--- src/rtl/conv_pkg.sv ---
// Shared constants and state encoding for the convolution-engine input streamer.
package conv_pkg;

    localparam int IMG_W     = 14;
    localparam int K         = 3;
    localparam int DW        = 16;
    localparam int AW        = 8;
    localparam int DRAIN_MAX = 512;

    localparam int N_IFM = IMG_W * IMG_W;
    localparam int N_W   = K * K;
    localparam int N_OFM = (IMG_W - K + 1) * (IMG_W - K + 1);

    localparam int CW  = 8;
    localparam int DCW = $clog2(DRAIN_MAX) + 1;
    localparam int WIW = $clog2(N_W);

    typedef enum logic [1:0] {
        ST_IDLE  = 2'b00,
        ST_SEND  = 2'b01,
        ST_DRAIN = 2'b10
    } state_t;

    function automatic logic addr_in_range(input logic sel, input logic [AW-1:0] addr);
        return sel ? (addr < AW'(N_W)) : (addr < AW'(N_IFM));
    endfunction

endpackage

--- src/rtl/conv_stream_tx_if.sv ---
// Stream bus between the transmitter (master) and the convolution engine (slave).
interface conv_stream_tx_if;
    import conv_pkg::*;

    logic          conv_in_valid;
    logic [DW-1:0] conv_ifm;
    logic [DW-1:0] conv_weight;
    logic          conv_out_valid;

    modport master (
        output conv_in_valid,
        output conv_ifm,
        output conv_weight,
        input  conv_out_valid
    );

    modport slave (
        input  conv_in_valid,
        input  conv_ifm,
        input  conv_weight,
        output conv_out_valid
    );

endinterface

--- src/rtl/conv_tx_fsm.sv ---
// Sequencer for one frame: beat counter during SEND, output/drain counting until done or timeout.
//  state    | meaning
//  ST_IDLE  | waiting for start; host may write buffers
//  ST_SEND  | one IFM beat per cycle, beat_cnt = beat currently on the bus
//  ST_DRAIN | bus quiet, waiting for remaining engine outputs or DRAIN_MAX cycles
module conv_tx_fsm
    import conv_pkg::*;
(
    input  logic          clk,
    input  logic          rst,
    input  logic          start,
    input  logic          conv_out_valid,
    output logic          send_load,
    output logic [CW-1:0] beat_nxt,
    output logic          busy,
    output logic          done,
    output logic          timeout
);

    localparam logic [CW-1:0]  LAST_BEAT = CW'(N_IFM - 1);
    localparam logic [CW-1:0]  OFM_TGT   = CW'(N_OFM);
    localparam logic [DCW-1:0] DRAIN_LIM = DCW'(DRAIN_MAX);

    state_t         state_q, state_d;
    logic [CW-1:0]  beat_cnt, beat_d;
    logic [CW-1:0]  out_cnt, out_d, out_inc;
    logic [DCW-1:0] drain_cnt, drain_d, drain_inc;
    logic           done_d, timeout_d;

    always_ff @(posedge clk) begin
        if (rst) begin
            state_q   <= ST_IDLE;
            beat_cnt  <= '0;
            out_cnt   <= '0;
            drain_cnt <= '0;
            busy      <= 1'b0;
            done      <= 1'b0;
            timeout   <= 1'b0;
        end else begin
            state_q   <= state_d;
            beat_cnt  <= beat_d;
            out_cnt   <= out_d;
            drain_cnt <= drain_d;
            busy      <= (state_d != ST_IDLE);
            done      <= done_d;
            timeout   <= timeout_d;
        end
    end

    assign out_inc   = out_cnt + CW'(conv_out_valid);
    assign drain_inc = drain_cnt + DCW'(1);

    always_comb begin
        state_d   = state_q;
        beat_d    = beat_cnt;
        out_d     = out_cnt;
        drain_d   = drain_cnt;
        done_d    = 1'b0;
        timeout_d = timeout;
        send_load = 1'b0;
        beat_nxt  = beat_cnt;
        case (state_q)
            ST_IDLE: begin
                if (start) begin
                    state_d   = ST_SEND;
                    beat_d    = '0;
                    out_d     = '0;
                    drain_d   = '0;
                    timeout_d = 1'b0;
                    send_load = 1'b1;
                    beat_nxt  = '0;
                end
            end
            ST_SEND: begin
                // Engine produces outputs while still receiving, so count here too.
                out_d = out_inc;
                if (beat_cnt == LAST_BEAT) begin
                    state_d = ST_DRAIN;
                    drain_d = '0;
                end else begin
                    beat_d    = beat_cnt + CW'(1);
                    send_load = 1'b1;
                    beat_nxt  = beat_cnt + CW'(1);
                end
            end
            ST_DRAIN: begin
                out_d   = out_inc;
                drain_d = drain_inc;
                if (out_inc >= OFM_TGT) begin
                    done_d  = 1'b1;
                    state_d = ST_IDLE;
                end else if (drain_inc == DRAIN_LIM) begin
                    done_d    = 1'b1;
                    timeout_d = 1'b1;
                    state_d   = ST_IDLE;
                end
            end
            default: state_d = ST_IDLE;
        endcase
    end

endmodule

--- src/rtl/conv_stream_tx.sv ---
// Frame/kernel buffers with host write port, streamed into the convolution engine on start.
module conv_stream_tx
    import conv_pkg::*;
(
    input  logic          clk,
    input  logic          rst,
    input  logic          wr_en,
    input  logic          wr_sel,
    input  logic [AW-1:0] wr_addr,
    input  logic [DW-1:0] wr_data,
    input  logic          start,
    conv_stream_tx_if.master conv,
    output logic          busy,
    output logic          done,
    output logic          timeout,
    output logic          wr_err
);

    logic [DW-1:0] ifm_mem [N_IFM];
    logic [DW-1:0] w_mem   [N_W];

    logic          send_load;
    logic [CW-1:0] beat_nxt;
    logic          wr_ok, wr_rej;
    logic [DW-1:0] ifm_rd, w_rd;

    conv_tx_fsm u_fsm (
        .clk            (clk),
        .rst            (rst),
        .start          (start),
        .conv_out_valid (conv.conv_out_valid),
        .send_load      (send_load),
        .beat_nxt       (beat_nxt),
        .busy           (busy),
        .done           (done),
        .timeout        (timeout)
    );

    // Writes are frozen while busy so the frame on the wire cannot change.
    assign wr_ok  = wr_en && !busy && addr_in_range(wr_sel, wr_addr);
    assign wr_rej = wr_en && !wr_ok;

    always_ff @(posedge clk) begin
        if (wr_ok) begin
            if (wr_sel) w_mem[wr_addr[WIW-1:0]] <= wr_data;
            else        ifm_mem[wr_addr]        <= wr_data;
        end
    end

    // Forward a same-cycle write so beat 0 of a start sees the new word.
    always_comb begin
        ifm_rd = ifm_mem[beat_nxt];
        w_rd   = '0;
        if (wr_ok && !wr_sel && (wr_addr == beat_nxt)) ifm_rd = wr_data;
        if (beat_nxt < CW'(N_W)) begin
            w_rd = w_mem[beat_nxt[WIW-1:0]];
            if (wr_ok && wr_sel && (wr_addr == beat_nxt)) w_rd = wr_data;
        end
    end

    always_ff @(posedge clk) begin
        if (rst) begin
            conv.conv_in_valid <= 1'b0;
            conv.conv_ifm      <= '0;
            conv.conv_weight   <= '0;
            wr_err             <= 1'b0;
        end else begin
            wr_err             <= wr_rej;
            conv.conv_in_valid <= send_load;
            conv.conv_ifm      <= send_load ? ifm_rd : '0;
            conv.conv_weight   <= send_load ? w_rd   : '0;
        end
    end

endmodule
--- src/flat_wrapper.sv ---
// flat-port wrapper written by rule: the top's interface ports become plain ports
module conv_stream_tx_flat import conv_pkg::*;
  (clk, rst, wr_en, wr_sel, wr_addr, wr_data, start, busy, done, timeout, wr_err, conv_conv_in_valid, conv_conv_ifm, conv_conv_weight, conv_conv_out_valid);
  conv_stream_tx_if conv_i ();
  input  logic clk;
  input  logic rst;
  input  logic wr_en;
  input  logic wr_sel;
  input  logic [AW-1:0] wr_addr;
  input  logic [DW-1:0] wr_data;
  input  logic start;
  output logic busy;
  output logic done;
  output logic timeout;
  output logic wr_err;
  output wire logic [$bits(conv_i.conv_in_valid)-1:0] conv_conv_in_valid;
  output wire logic [$bits(conv_i.conv_ifm)-1:0] conv_conv_ifm;
  output wire logic [$bits(conv_i.conv_weight)-1:0] conv_conv_weight;
  input wire logic [$bits(conv_i.conv_out_valid)-1:0] conv_conv_out_valid;
  assign conv_conv_in_valid = conv_i.conv_in_valid;
  assign conv_conv_ifm = conv_i.conv_ifm;
  assign conv_conv_weight = conv_i.conv_weight;
  assign conv_i.conv_out_valid = conv_conv_out_valid;
  conv_stream_tx u_core (.clk(clk), .rst(rst), .wr_en(wr_en), .wr_sel(wr_sel), .wr_addr(wr_addr), .wr_data(wr_data), .start(start), .conv(conv_i), .busy(busy), .done(done), .timeout(timeout), .wr_err(wr_err));
endmodule
--- config.mk ---
export PLATFORM = sky130hd
export DESIGN_NAME = conv_stream_tx_flat
export DESIGN_NICKNAME = d
export VERILOG_FILES = /design/src/rtl/conv_pkg.sv /design/src/rtl/conv_stream_tx_if.sv /design/src/rtl/conv_tx_fsm.sv /design/src/rtl/conv_stream_tx.sv /design/src/flat_wrapper.sv
export SDC_FILE = /design/constraint.sdc
export NUM_CORES = 2
export LEC_CHECK = 0
export ABC_AREA = 1
export ABC_CLOCK_PERIOD_IN_PS = 4300
export CAP_MARGIN = 20
export CORE_MARGIN = 3
export CORE_UTILIZATION = 40
export CTS_BUF_LIST = sky130_fd_sc_hd__clkbuf_4
export DETAILED_ROUTE_END_ITERATION = 10
export PLACE_DENSITY = 0.56
export SLEW_MARGIN = 10
export SYNTH_ARGS = -nofsm -noshare
export SYNTH_HDL_FRONTEND = slang
export SYNTH_SLANG_ARGS = --single-unit
--- constraint.sdc ---
create_clock -name clk -period 4.3 [get_ports clk]
set_input_delay 0.86 -clock clk [delete_from_list [all_inputs] [get_ports clk]]
set_output_delay 0.86 -clock clk [all_outputs]
set_load 0.03 [all_outputs]
; ---- Word-level counts from Yosys, hierarchy flattened
; Memories as Yosys holds them, arrays and structs flattened. A register that Yosys moved wholly into a read port is not among the register bits.
; Cells that the tools add are included.
[word_totals]
word_cells = 75
in_bits = 30
output_inout_bits = 37
ff_bits = 33
mem_count = 2
romBits = 0
ramBits = 3280
latchBits = 0
[memory_table]
columns = memory, depth, width, read_ports, rd_clocked_by_memory_dff, wr, line
row1 = u_core.ifm_mem, 196, 16, 1, 1, 1, conv_stream_tx.sv:19  ; logic [DW-1:0] ifm_mem [N_IFM];
row2 = u_core.w_mem, 9, 16, 1, 1, 1, conv_stream_tx.sv:20  ; logic [DW-1:0] w_mem [N_W];
[op_classes]
n_lt_le_gt_ge = 4
n_eq_ne = 8
reduce_logical = 17
shifts = 0
n_bitwise = 3
mux = 29
add_sub_neg = 3
n_div = 0
n_mul = 0
[ops]
columns = operator, n
row1 = $pmux W8 S2, 2
row2 = $pmux W10 S3, 1
row3 = $mux W8, 3
row4 = $mux W10, 2
row5 = $lt A8 B4 Y1 const B, 2
row6 = $mux W1, 14
row7 = $add A10 B1 Y10 const B, 1
row8 = $eq A10 B10 Y1 const B, 1
row9 = $add A8 B1 Y8, 1
row10 = $add A8 B1 Y8 const B, 1
row11 = $eq A8 B8 Y1 const B, 1
row12 = $ge A8 B8 Y1 const B, 1
row13 = $lt A8 B8 Y1 const B, 1
row14 = $mux W2, 4
row15 = $ne A2 B2 Y1 const B, 4
row16 = $pmux W2 S3, 1
row17 = $reduce_bool A2 Y1, 3
row18 = $reduce_or A2 Y1, 3
row19 = $pmux W1 S2, 2
row20 = $reduce_and A4 Y1, 1
row21 = $logic_and A1 B1 Y1, 3
row22 = $not A1 Y1, 3
row23 = $reduce_and A3 Y1, 1
row24 = $reduce_bool A3 Y1, 1
row25 = 6 further kinds, 7

; ---- Logic depth before layout (Yosys ltp)
[logic_depth]
ltp_word = 6
depth_mapped = 24
mapped_depth_nobuf = 21

; ---- Hierarchy
; A second synthesis with hierarchy kept.
[hier_totals]
cells_unflattened = 12619
hier_area_um2 = 138927.0
[by_module_without_submodules]
columns = module, cells_each, seq_area_each_um2, n_inst, area_per_inst_um2
row1 = conv_stream_tx, 12345, 99175.1, 1, 137095.2
row2 = conv_tx_fsm, 274, 620.6, 1, 1831.8

; ---- Worst setup path before layout
; No wires, ideal clock.
[synth_path]
path_type = input port to flip-flop
start = input wr_addr[4]
end = memory u_core.ifm_mem[108][0], enable pin
n_path_buf = 1
slack_ps = 1043
cell_stages = 10
required_time_ps = 3912
arrival_ps = 2868
setup_time_ps = 388
path_cell_list = nor2_1 -> nand3_1 -> nand4_1 -> nand2_1 -> nor2_1 -> nand2_1 -> nor3_1 -> nand2_1 -> clkbuf_1 -> nor2_1
[synth_via]
elab_chain_len = 5
word_cells_on_any_way = 6
cone_classes = 2 x order compare / 3 x mux / 1 x reduce/logical
[synth_rtl]
columns = item, line
row1 = from (decl), flat_wrapper.sv:9  ; input logic [AW-1:0] wr_addr;
row2 = $lt A8 B8 Y1 or $lt A8 B4 Y1 (tied branches), conv_pkg.sv:25  ; return sel ? (addr < AW'(N_W)) : (addr < AW'(N_IFM));
row3 = $mux W1, conv_pkg.sv:25
row4 = $logic_and A1 B1 Y1, conv_stream_tx.sv:40  ; assign wr_ok = wr_en && !busy && addr_in_range(wr_sel, wr_addr);
row5 = $mux W1, conv_stream_tx.sv:44  ; if (wr_ok) begin
row6 = $mux W1 (implied by the code), conv_stream_tx.sv:46  ; else ifm_mem[wr_addr] <= wr_data;
row7 = to (decl), conv_stream_tx.sv:19
; Several ways; a longest one is shown, not always the timed one.

; ---- Worst setup path in the final report
[layout_path]
start = register u_core.u_fsm.beat_cnt[0]
end = register u_core.conv.conv_ifm[1] (read register of u_core.ifm_mem)
[layout_via]
elab_chain_len = 5
word_cells_on_any_way = 9
cone_classes = 1 x add/sub / 1 x eq/ne / 5 x mux / 1 x bitwise / 1 x reduce/logical
[layout_rtl]
columns = item, line
row1 = from (decl), conv_tx_fsm.sv:25  ; logic [CW-1:0] beat_cnt, beat_d;
row2 = from (signal assigned), conv_tx_fsm.sv:41  ; beat_cnt <= beat_d;
row3 = "parallel branches: the longest is 5 deep, another holds $add A8 B1 Y8", --
row4 = to (decl), conv_stream_tx_if.sv:12  ; output conv_ifm,
; Several ways; the timed one is not identified.
; A chain may end at the register's enable or synchronous reset.

==> metrics.md <==
| Metric | Value |
|---|---|
| Fin crit share | `95.6%` |
| Crit start category | `flop` |
| Layout Utilization | `47.0%` |
| Wire per inst | `23.6 um` |
| Post-synth ARST share | `0%` |
| Synth Area in XOR/XNOR | `0.104%` |
| Main area contributors after synthesis | `edfxtp_1 69%, nand2_1 7.6%, nand3_1 5.3%, inv_1 3.6%, nand3b_1 3.4%` |
| #FFs+latches synth | `3345` |
| Routed WL | `451 mm` |
| CP max-delay cell | `dfxtp_1` |
| Syn Inst Count | `12817` |
| Initial antenna violation count | `32` |
| Detailed Routing Iterations Pass 1 | `7` |
| Worst vdd ir | `0.266 mV` |
| EDFF count, synth | `3280` |
| TritonCTS clock tree | `built` |
| DRC viols | `0` |
| Synth cell types | `44` |
| Min-delay src | `wr_addr[0]` |
| Post-Syn Area | `143000 um^2` |
| Placed instance area | `156000 um^2` |
| Relative slew slack | `19.2%` |
| Die area | `365000 um^2` |
| Num ports | `67` |
| F_max | `243 MHz` |
| Pwr/cell area | `428 nW/um^2` |
| CTS max path bufs | `4` |
| Adder-cell area share of the yosys netlist | `0.0700%` |
| DRT iter0 DRCs | `11691` |
| Total gr overflow | `0` |
| Detail-routed via count per cell | `5.23` |
| Initial Utilization | `40.4%` |
| Main flop type after synthesis | `edfxtp_1` |
| Final hold slack | `0.279 ns` |
| Crit path from | `u_core.u_fsm.beat_cnt[0]` |
| Max-Cap Viols | `0` |
| Worst EP arrival | `5.60 ns` |
| Mux contribution to synthesized area | `0%` |
| Routability cong. | `0.876` |
| Antenna-violating nets left | `0` |
| Compound-Gate Fraction of Synth Area | `4.41%` |
| Worst-Margin Slew | `1.20 ns` |
| Reg2Reg Launch Point | `u_core.u_fsm.beat_cnt[0]` |
| Post-layout net count | `13835` |
| Yosys top cell area share | `68.9%` |
| Power share of the clock group | `37.6%` |
| Worst min path class | `input pin to flop` |
| DP Wirelength | `273 mm` |
| Req. time, crit path | `5.79 ns` |
| Reg clk slew, reported paths | `0.07 ns` |
| Dpl ws | `-0.547 ns` |
| Syn_area_per_cell | `11.2 um^2` |
| Fillers | `32422` |
| CP Max Fanout | `104` |
| CP Capture Type | `flop` |
| Endpoints failing setup | `0` |
| Synth Area in Simple Gates | `19.3%` |
| Sequential fraction of the synthesis area | `69.8%` |
| Cell taking the most area after synthesis | `edfxtp_1` |
| Layout cells sized above 1 | `15.8%` |
| Setup CP Type | `flop to flop` |
| Final Max Slew Viols | `0` |
| I/O Buffers | `66` |
| Root Driver | `clkbuf_4` |
| Most frequent cells in the layout | `3280 x edfxtp_1, 2883 x nand2_1, 1502 x nand3_1` |
| Design area | `167000 um^2` |
| Die Width | `604 um` |
| # clock sinks | `3345` |
| Via Count | `100200` |
| Status | `finished, final reports clean` |
| YS warnings | `0` |
| Tmin final | `4.11 ns` |
| Largest net degree at the start of global routing | `136` |
| Clock skew | `0.161 ns` |
| Placed cells | `17648` |
| Crit path top cell by count | `nand2_1` |
| RSZ-0062 raised after global routing | `false` |
| CP cell instances | `ha_1 -> nand2_1 -> nor2_1 -> nand3_1 -> nand3_4 -> nand2_8 -> buf_4 -> inv_8 -> buf_16 -> nand2_1 -> nand2_1 -> nand2_1 -> nand3_1 -> nand3_1 -> nand2_1 -> nand3_1 -> nand3_1 -> nand2_1 -> nand2_1 -> nor2_1 -> nor2_1` |
| Worst setup margin | `0.190 ns` |
| Inserted Clock Buffers | `847` |
| Pleak | `64.8 nW` |
| Largest family of logic cells by synthesized area | `simple AND/OR/NAND/NOR gates` |
| Sw Ratio | `26.7%` |
| Vias in the first global route | `95012` |
| Die Y | `604 um` |
| Final hold violation count | `0` |
| Area Growth Syn to Fin | `16.5%` |
| Core Rows | `218` |
| Post-Syn Nets | `12855` |
| H-tree Lvls | `6` |
| Max stage delay on crit path | `0.44 ns` |
| Net Sw Power | `0.0190 W` |
| First-pass GRT wire length | `655 mm` |
| Cell Int Power | `0.0523 W` |
| Final Non-Filler Cells | `19142` |
| Proportion of power drawn by flip-flops and latches | `50.3%` |
| CORE AREA | `354000 um^2` |
| Worst-skew pair later-pin latency | `1.65 ns` |
| Logic pwr share | `12.1%` |
| Most common cell after layout, fill and taps aside | `edfxtp_1` |
| Gr usage total | `24.2%` |
## through the flow
stage / power [W] / setup TNS, ns
floorplan: 0.0414 / 0
global placement: 0.0451 / -5.74
detailed placement: 0.0451 / -5.04
CTS: 0.0719 / 0
global route: 0.0744 / 0
finish: 0.0713 / 0
## cells in the mapped netlist, drive strengths merged, types with 25 or more instances
master	number
buf	523
o221ai	25
o21ai	492
o22ai	33
o211ai	273
edfxtp	3280
a21oi	238
nand3	1505
dfxtp	65
clkbuf	287
nand3b	656
nand2	2905
inv	1373
nor2	1090
## per-layer routing
layer  GRT usage [%]  vias up  routed length, um
met5               0        -                106
met4            7.93       16              14000
met3            3.96      672              37200
met2            38.1     4282             207000
met1            34.3    48898             194000
li1                -    46332                  -
## state kept, by name, summed over array words and instances (netlist names), 2 cells and up
register	flops
u_core.conv.conv_ifm	16
u_core.conv.conv_weight	16
u_core.ifm_mem	3136
u_core.u_fsm.beat_cnt	8
u_core.u_fsm.drain_cnt	10
u_core.u_fsm.out_cnt	8
u_core.u_fsm.state_q	2
u_core.w_mem	144
## critical path: cells and delay by family (launching register included)
family | cells | cell delay [ns]
and+or+nand+nor | 17 | 2.42
adders and majority gates | 1 | 0.25
buffers and inverters | 3 | 0.76
DFF | 1 | 0.44
## cells by family after synthesis
group / count (synthesis)
flops: 3345
fa+ha+maj: 8
compound gates: 1085
buf+inv: 2185
xor+xnor: 17
simple gates: 6177
## power groups by stage
| stage | registers [W] | clock network [W] | logic (W) |
|---|---|---|---|
| 2_1_floorplan | 0.0366 | 0 | 0.00477 |
| 3_3_place_gp | 0.0366 | 0 | 0.00848 |
| 3_5_place_dp | 0.0366 | 0 | 0.00853 |
| 4_1_cts | 0.0359 | 0.0274 | 0.00858 |
| 5_1_grt | 0.0359 | 0.0291 | 0.00940 |
| 6_report | 0.0359 | 0.0268 | 0.00863 |
## path summary, 6_finish.rpt
kind	end	slack (ns)	cells after the start
setup / recovery	u_core.conv.conv_ifm[1]	0.19	21
hold / removal	u_core.w_mem[4][14]	0.28	3
setup reg to reg	u_core.conv.conv_ifm[1]	0.19	21
hold reg to reg	u_core.u_fsm.drain_cnt[3]	0.47	2
## timing repair
item,CTS,global route
pin swaps,1,2
gates cloned,0,0
resized for setup,5,13
buffers inserted,4,5
setup endpoints to repair,4,9
hold endpoints to repair,2814,0
hold buffers,21,0
## area by class of cell
class / instances / area [um^2] / area share (%)
flip-flops and latches: 3345 / 99800 / 59.9
inverters: 1375 / 5190 / 3.12
repair buffers: 941 / 10700 / 6.44
multi-input cells: 7287 / 34400 / 20.6
well taps: 4730 / 5920 / 3.55
diodes: 16 / 40.0 / 0.0240
clock inverters: 175 / 1030 / 0.619
clock buffers: 1273 / 9560 / 5.73
Power figures use the tool's default switching activity.
